[src/rtl/rvsteel_uart_pkg.sv]
// Shared types and constants for the RVSteel UART receiver.
package rvsteel_uart_pkg;

    localparam int DATA_BITS = 8;
    localparam int COUNTER_W = 16;

    typedef enum logic [2:0] {
        IDLE,
        START,
        DATA,
        PARITY,
        STOP
    } rx_state_t;

endpackage

[src/rtl/rvsteel_uart_rx_sync.sv]
// Two-flop synchroniser for the serial line; resets to the idle (high) level.
module rvsteel_uart_rx_sync (
    input  logic clock,
    input  logic reset,
    input  logic serial_in,
    output logic serial_sync
);

    logic stage1;

    always_ff @(posedge clock or posedge reset) begin
        if (reset) begin
            stage1      <= 1'b1;
            serial_sync <= 1'b1;
        end else begin
            stage1      <= serial_in;
            serial_sync <= stage1;
        end
    end

endmodule

[src/rtl/rvsteel_uart_receiver.sv]
// UART receiver, 8N1 by default; define RVSTEEL_UART_RX_PARITY_EN for an even-parity bit.
// Output byte is held with a valid/ready handshake; overrun and frame_error are one-cycle pulses.
module rvsteel_uart_receiver
    import rvsteel_uart_pkg::*;
#(
    parameter int CLOCK_FREQUENCY = 50000000,
    parameter int UART_BAUD_RATE  = 9600
) (
    input  logic       clock,
    input  logic       reset,
    input  logic       uart_rx,
    output logic [7:0] rx_data,
    output logic       rx_valid,
    input  logic       rx_ready,
    output logic       frame_error,
    output logic       overrun
);

    localparam int CYCLES_PER_BIT = CLOCK_FREQUENCY / UART_BAUD_RATE;
    localparam logic [COUNTER_W-1:0] HALF_BIT_LOAD = COUNTER_W'(CYCLES_PER_BIT / 2 - 1);
    localparam logic [COUNTER_W-1:0] FULL_BIT_LOAD = COUNTER_W'(CYCLES_PER_BIT - 1);
    localparam logic [2:0] LAST_BIT = 3'(DATA_BITS - 1);

    logic                 line;
    logic                 line_prev;
    rx_state_t            state, next_state;
    logic [COUNTER_W-1:0] counter, counter_next;
    logic [2:0]           bit_index, bit_index_next;
    logic [DATA_BITS-1:0] shift, shift_next;
    logic                 counter_done;
    logic                 load_p0, load_next;
    logic                 error_p0, error_next;
    logic                 parity_ok;

    rvsteel_uart_rx_sync u_sync (
        .clock       (clock),
        .reset       (reset),
        .serial_in   (uart_rx),
        .serial_sync (line)
    );

    assign counter_done = (counter == '0);

`ifdef RVSTEEL_UART_RX_PARITY_EN
    logic parity_ok_next;
`else
    assign parity_ok = 1'b1;
`endif

    always_comb begin
        next_state     = state;
        counter_next   = counter;
        bit_index_next = bit_index;
        shift_next     = shift;
        load_next      = 1'b0;
        error_next     = 1'b0;
`ifdef RVSTEEL_UART_RX_PARITY_EN
        parity_ok_next = parity_ok;
`endif
        case (state)
            IDLE: begin
                // line_prev guards against a held-low (break) line retriggering
                if (line_prev && !line) begin
                    next_state   = START;
                    counter_next = HALF_BIT_LOAD;
                end
            end
            START: begin
                if (!counter_done) begin
                    counter_next = counter - 1'b1;
                end else if (!line) begin
                    next_state     = DATA;
                    counter_next   = FULL_BIT_LOAD;
                    bit_index_next = '0;
                end else begin
                    next_state = IDLE;
                end
            end
            DATA: begin
                if (!counter_done) begin
                    counter_next = counter - 1'b1;
                end else begin
                    shift_next     = {line, shift[DATA_BITS-1:1]};
                    counter_next   = FULL_BIT_LOAD;
                    bit_index_next = bit_index + 1'b1;
                    if (bit_index == LAST_BIT) begin
`ifdef RVSTEEL_UART_RX_PARITY_EN
                        next_state = PARITY;
`else
                        next_state = STOP;
`endif
                    end
                end
            end
`ifdef RVSTEEL_UART_RX_PARITY_EN
            PARITY: begin
                if (!counter_done) begin
                    counter_next = counter - 1'b1;
                end else begin
                    parity_ok_next = ~(^shift ^ line);
                    counter_next   = FULL_BIT_LOAD;
                    next_state     = STOP;
                end
            end
`endif
            STOP: begin
                if (!counter_done) begin
                    counter_next = counter - 1'b1;
                end else begin
                    next_state = IDLE;
                    if (line && parity_ok) begin
                        load_next = 1'b1;
                    end else begin
                        error_next = 1'b1;
                    end
                end
            end
            default: next_state = IDLE;
        endcase
    end

    always_ff @(posedge clock or posedge reset) begin
        if (reset) begin
            state     <= IDLE;
            counter   <= '0;
            bit_index <= '0;
            line_prev <= 1'b1;
            load_p0   <= 1'b0;
            error_p0  <= 1'b0;
`ifdef RVSTEEL_UART_RX_PARITY_EN
            parity_ok <= 1'b1;
`endif
        end else begin
            state     <= next_state;
            counter   <= counter_next;
            bit_index <= bit_index_next;
            line_prev <= line;
            load_p0   <= load_next;
            error_p0  <= error_next;
`ifdef RVSTEEL_UART_RX_PARITY_EN
            parity_ok <= parity_ok_next;
`endif
        end
    end

    always_ff @(posedge clock) begin
        shift <= shift_next;
    end

    // Output stage: stop-bit decision lands here one cycle after the sample
    always_ff @(posedge clock or posedge reset) begin
        if (reset) begin
            rx_data     <= 8'h00;
            rx_valid    <= 1'b0;
            frame_error <= 1'b0;
            overrun     <= 1'b0;
        end else begin
            frame_error <= error_p0;
            overrun     <= load_p0 && rx_valid && !rx_ready;
            if (load_p0) begin
                rx_data  <= shift;
                rx_valid <= 1'b1;
            end else if (rx_ready) begin
                rx_valid <= 1'b0;
            end
        end
    end

endmodule
[config.mk]
export PLATFORM = sky130hd
export DESIGN_NAME = rvsteel_uart_receiver
export DESIGN_NICKNAME = d
export VERILOG_FILES = /design/src/rtl/rvsteel_uart_pkg.sv /design/src/rtl/rvsteel_uart_rx_sync.sv /design/src/rtl/rvsteel_uart_receiver.sv
export SDC_FILE = /design/constraint.sdc
export NUM_CORES = 1
export LEC_CHECK = 0
export ABC_AREA = 0
export BUFFER_PORTS_ARGS = -buffer_cell sky130_fd_sc_hd__buf_2
export CAP_MARGIN = 20
export CELL_PAD_IN_SITES_DETAIL_PLACEMENT = 0
export CELL_PAD_IN_SITES_GLOBAL_PLACEMENT = 2
export CORE_MARGIN = 10
export CORE_UTILIZATION = 35
export DETAILED_ROUTE_END_ITERATION = 16
export PLACE_DENSITY = 0.82
export SETUP_SLACK_MARGIN = 0.4
export SYNTH_ARGS = -nofsm -noshare
export SYNTH_HDL_FRONTEND = slang
export SYNTH_HIERARCHICAL = 1
export SYNTH_SLANG_ARGS = --single-unit
[constraint.sdc]
create_clock -name clock -period 2.3 [get_ports clock]
set_input_delay 0.115 -clock clock [delete_from_list [all_inputs] [get_ports clock]]
set_output_delay 0.115 -clock clock [all_outputs]
set_load 0.01 [all_outputs]
==> impl_metrics.toml <==
[routing]
wl_um = 4740
drc_errors = 0
routedWlPerCell_um = 15.3
vias = 1598
antenna_left = 0
drtIter0Drc = 109
firstDrtPassIters = 4
via_per_inst = 5.17

[setup_path]
r2r_start = "counter[0]$_DFFE_PP0P_"
r2r_slack_ns = 0.16
cp_slowest_cell = "or4b_4"
crit_arrival_ns = 2.33
startpoint_type = "flip-flop"
rr_endpoint = "counter[3]$_DFFE_PP0P_"
reg2reg_depth = 8
crit_path_max_incr_delay_ns = 0.49
worstPathCellList = "inv_2 -> ha_4 -> or4b_4 -> and4bb_4 -> buf_6 -> a21oi_4 -> buf_6 -> a22o_1"
crit_type = "reg -> reg"
crit_fanout = 8
worstPathRequired_ns = 2.49
crit_path_frequent_cell = "buf_6"
cp-end-kind = "flip-flop"
cp-startpoint = "counter[0]$_DFFE_PP0P_"

[cells_and_area]
nets = 240
drive_gt1_share_pct = 38.0
syn_to_final_growth_pct = 31.5
layout.cells.most_common = "dfrtp_1"
n_antenna_cell = 0
n_fill_cell = 539
final_cell_area_mm2 = 0.00278
layout_common_cells = "35 x dfrtp_1, 18 x buf_4, 14 x buf_2, 13 x nand2_1, 10 x o21ai_1"

[clocking]
numCtsBuffers = 5
clock_latency_ns = 0.29
clkTransAtPathRegs_ns = 0.09
clockRootBuffer = "clkbuf_8"
cts_sinks = 46
htreeDepth = 2
cts_tree = "done"
clk_path_buf_depth = 2

[timing]
skew_ns = 0.00404
max_slew_margin_pct = 47.2
max_clock_freq_ghz = 0.467
tns_ns = 0
period_share_pct = 93.0
finalSetupViolations = 0
hold-worst-slack_ns = 0.100
grt_setup_unrepaired = "yes"
drv_slew = 0
hold_violations = 0
worstMarginPinSlew_ns = 0.792
period_needed_ns = 2.14

[hold_path]
min_to = "rx_valid$_DFFE_PP0P_"
hold_depth = 3
min_path_type = "in -> reg"
min_from = "rx_ready"

[global_route]
use_met3_pct = 2.77
overflow = 0
grt_pass1_wl_um = 8110
grt_start_max_net_pins = 37
top_usage_layer = "met2"
gr-usage-met1_pct = 12.8
grt_pass1_vias = 1662
use_met2_pct = 15.7
antenna_found_initial = 0
grt_usage_pct = 10.1

[power]
netSwitchingPower_mw = 0.667
p_int_mw = 1.53
ir_drop_uv = 439
p_leak_nw = 1.26
p_seq_share_pct = 45.7
total_power_mw = 2.20
combPwrFrac_pct = 27.3
clockPowerShare_pct = 27.0
p_sw_share_pct = 30.3
powerDensity_mw_per_mm2 = 792

[floorplan]
num_io_pins = 15
dieArea_mm2 = 0.00954
rows = 28
core_area_mm2 = 0.00589
initial_utilization_pct = 35.9
die_y_um = 97.7
die_x_um = 97.7

[synthesis]
syn_avg_cell_area_um2 = 11.1
synthDistinctLibCells = 48
syn_area_mm2 = 0.00211
synthCells = 191
synthTopCellsByArea = "dfrtp_1 41%, edfxtp_1 11%, mux2_2 4.3%, dfstp_2 3.7%, o21ai_0 3.1%"
synth_async_sr_flop_share_pct = 82.6
synth.largest_area_cell = "dfrtp_1"
synth_nets = 198
synth_edf_count = 8
yosysSeqAreaShare_pct = 56.6
synth_seq_cells = 46
ys_warn_count = 6
synth_top_area_share_pct = 41.5
synth-main-ff-cell = "dfrtp_1"

[placed_design]
hpwl_um = 3040
port_buffers = 14
place_area_mm2 = 0.00237
gp_congestion = 0.805

[flow_run]
cap_violations = 0

[status]
status = "finished clean"
-- timing repair --
action | 4_1_cts | 5_1_grt
endpoints found under the setup margin | 31 | 31
resized for setup | 15 | 33
endpoints found under the hold margin | 38 | 0
hold buffers | 2 | 0
setup buffers | 4 | 6
pin swaps | 9 | 22
cloned | 1 | 1
-- kinds of logic (layout without fill, tap and decap cells) --
group,Yosys count,after routing,share of synthesized area [%]
flip-flops,46,46,56.6
AND/OR/NAND/NOR,67,67,18.6
adder cells (fa/ha/maj),4,4,2.25
multiplexers,8,8,4.27
AO/OA/AOI/OAI,47,47,14.0
buffers and inverters,17,60,3.44
XOR/XNOR,2,2,0.830
-- registers in the layout, summed over array words and instances (netlist names), 3 cells and up --
register   count
counter       16
rx_data        8
state          3
bit_index      3
shift          8
-- critical path: cells and delay by family (launching register included) --
kind | cells | cell delay [ns]
AOI/OAI and AO/OA | 2 | 0.29
adders and majority gates | 1 | 0.12
buffers and inverters | 3 | 0.36
DFF | 1 | 0.40
and+or+nand+nor | 2 | 0.87
-- area by class of cell --
cell class	instances	area (um^2)	area share [%]
sequential	46	1190	43.0
timing repair buffer	45	375	13.5
multi-input combinational	128	977	35.2
clock inverter	2	37.5	1.35
tap	75	93.8	3.38
clock buffer	6	72.6	2.61
inverter	7	26.3	0.946
-- worst max path at each step --
| stage | endpoint | depth (start not counted) |
|---|---|---|
| after floorplan | shift[0]$_DFFE_PP_ | 7 |
| after global placement | counter[6]$_DFFE_PP0P_ | 8 |
| after detailed placement | counter[10]$_DFFE_PP0P_ | 7 |
| after CTS | counter[3]$_DFFE_PP0P_ | 8 |
| after global routing | counter[3]$_DFFE_PP0P_ | 8 |
| final | counter[3]$_DFFE_PP0P_ | 8 |
-- per-stage QoR --
stage | instances | setup slack [ns] | utilization (%)
after global placement | 287 | 0.122 | 40.3
final | 309 | 0.161 | 47.2
after global routing | 309 | 0.0751 | 47.2
after floorplan | 191 | 0.105 | -
after CTS | 302 | 0.202 | 44.0
after detailed placement | 287 | 0.0965 | 40.3
-- power groups by stage --
stage	Clock, mW	Sequential, mW	Combinational, mW
2_1_floorplan	0	0.997	0.299
3_3_place_gp	0	1.01	0.439
3_5_place_dp	0	1.01	0.440
4_1_cts	0.621	0.996	0.500
5_1_grt	0.660	1.02	0.671
6_report	0.594	1.00	0.601
-- cell usage after synthesis (2+ instances only) --
| cell type | count |
|---|---|
| a211oi_1 | 2 |
| a21o_1 | 6 |
| a21oi_1 | 7 |
| a22o_1 | 2 |
| and3_1 | 2 |
| buf_2 | 4 |
| clkbuf_1 | 5 |
| dfrtp_1 | 35 |
| dfstp_2 | 3 |
| edfxtp_1 | 8 |
| ha_1 | 3 |
| inv_1 | 7 |
| mux2_2 | 8 |
| nand2_1 | 15 |
| nand2b_1 | 5 |
| nand3_1 | 2 |
| nor2_1 | 11 |
| nor3_1 | 9 |
| nor4_1 | 2 |
| o21ai_0 | 13 |
| o21ai_1 | 5 |
| o31ai_1 | 4 |
| or3_1 | 4 |
| or4_1 | 4 |
| xor2_1 | 2 |
-- layer usage --
layer | vias to the layer above | wire [um]
met4 | 0 | 80
li1 | 781 | -
met2 | 32 | 2300
met5 | - | 0
met1 | 779 | 2130
met3 | 6 | 227
(Power assumes the default switching activity.)
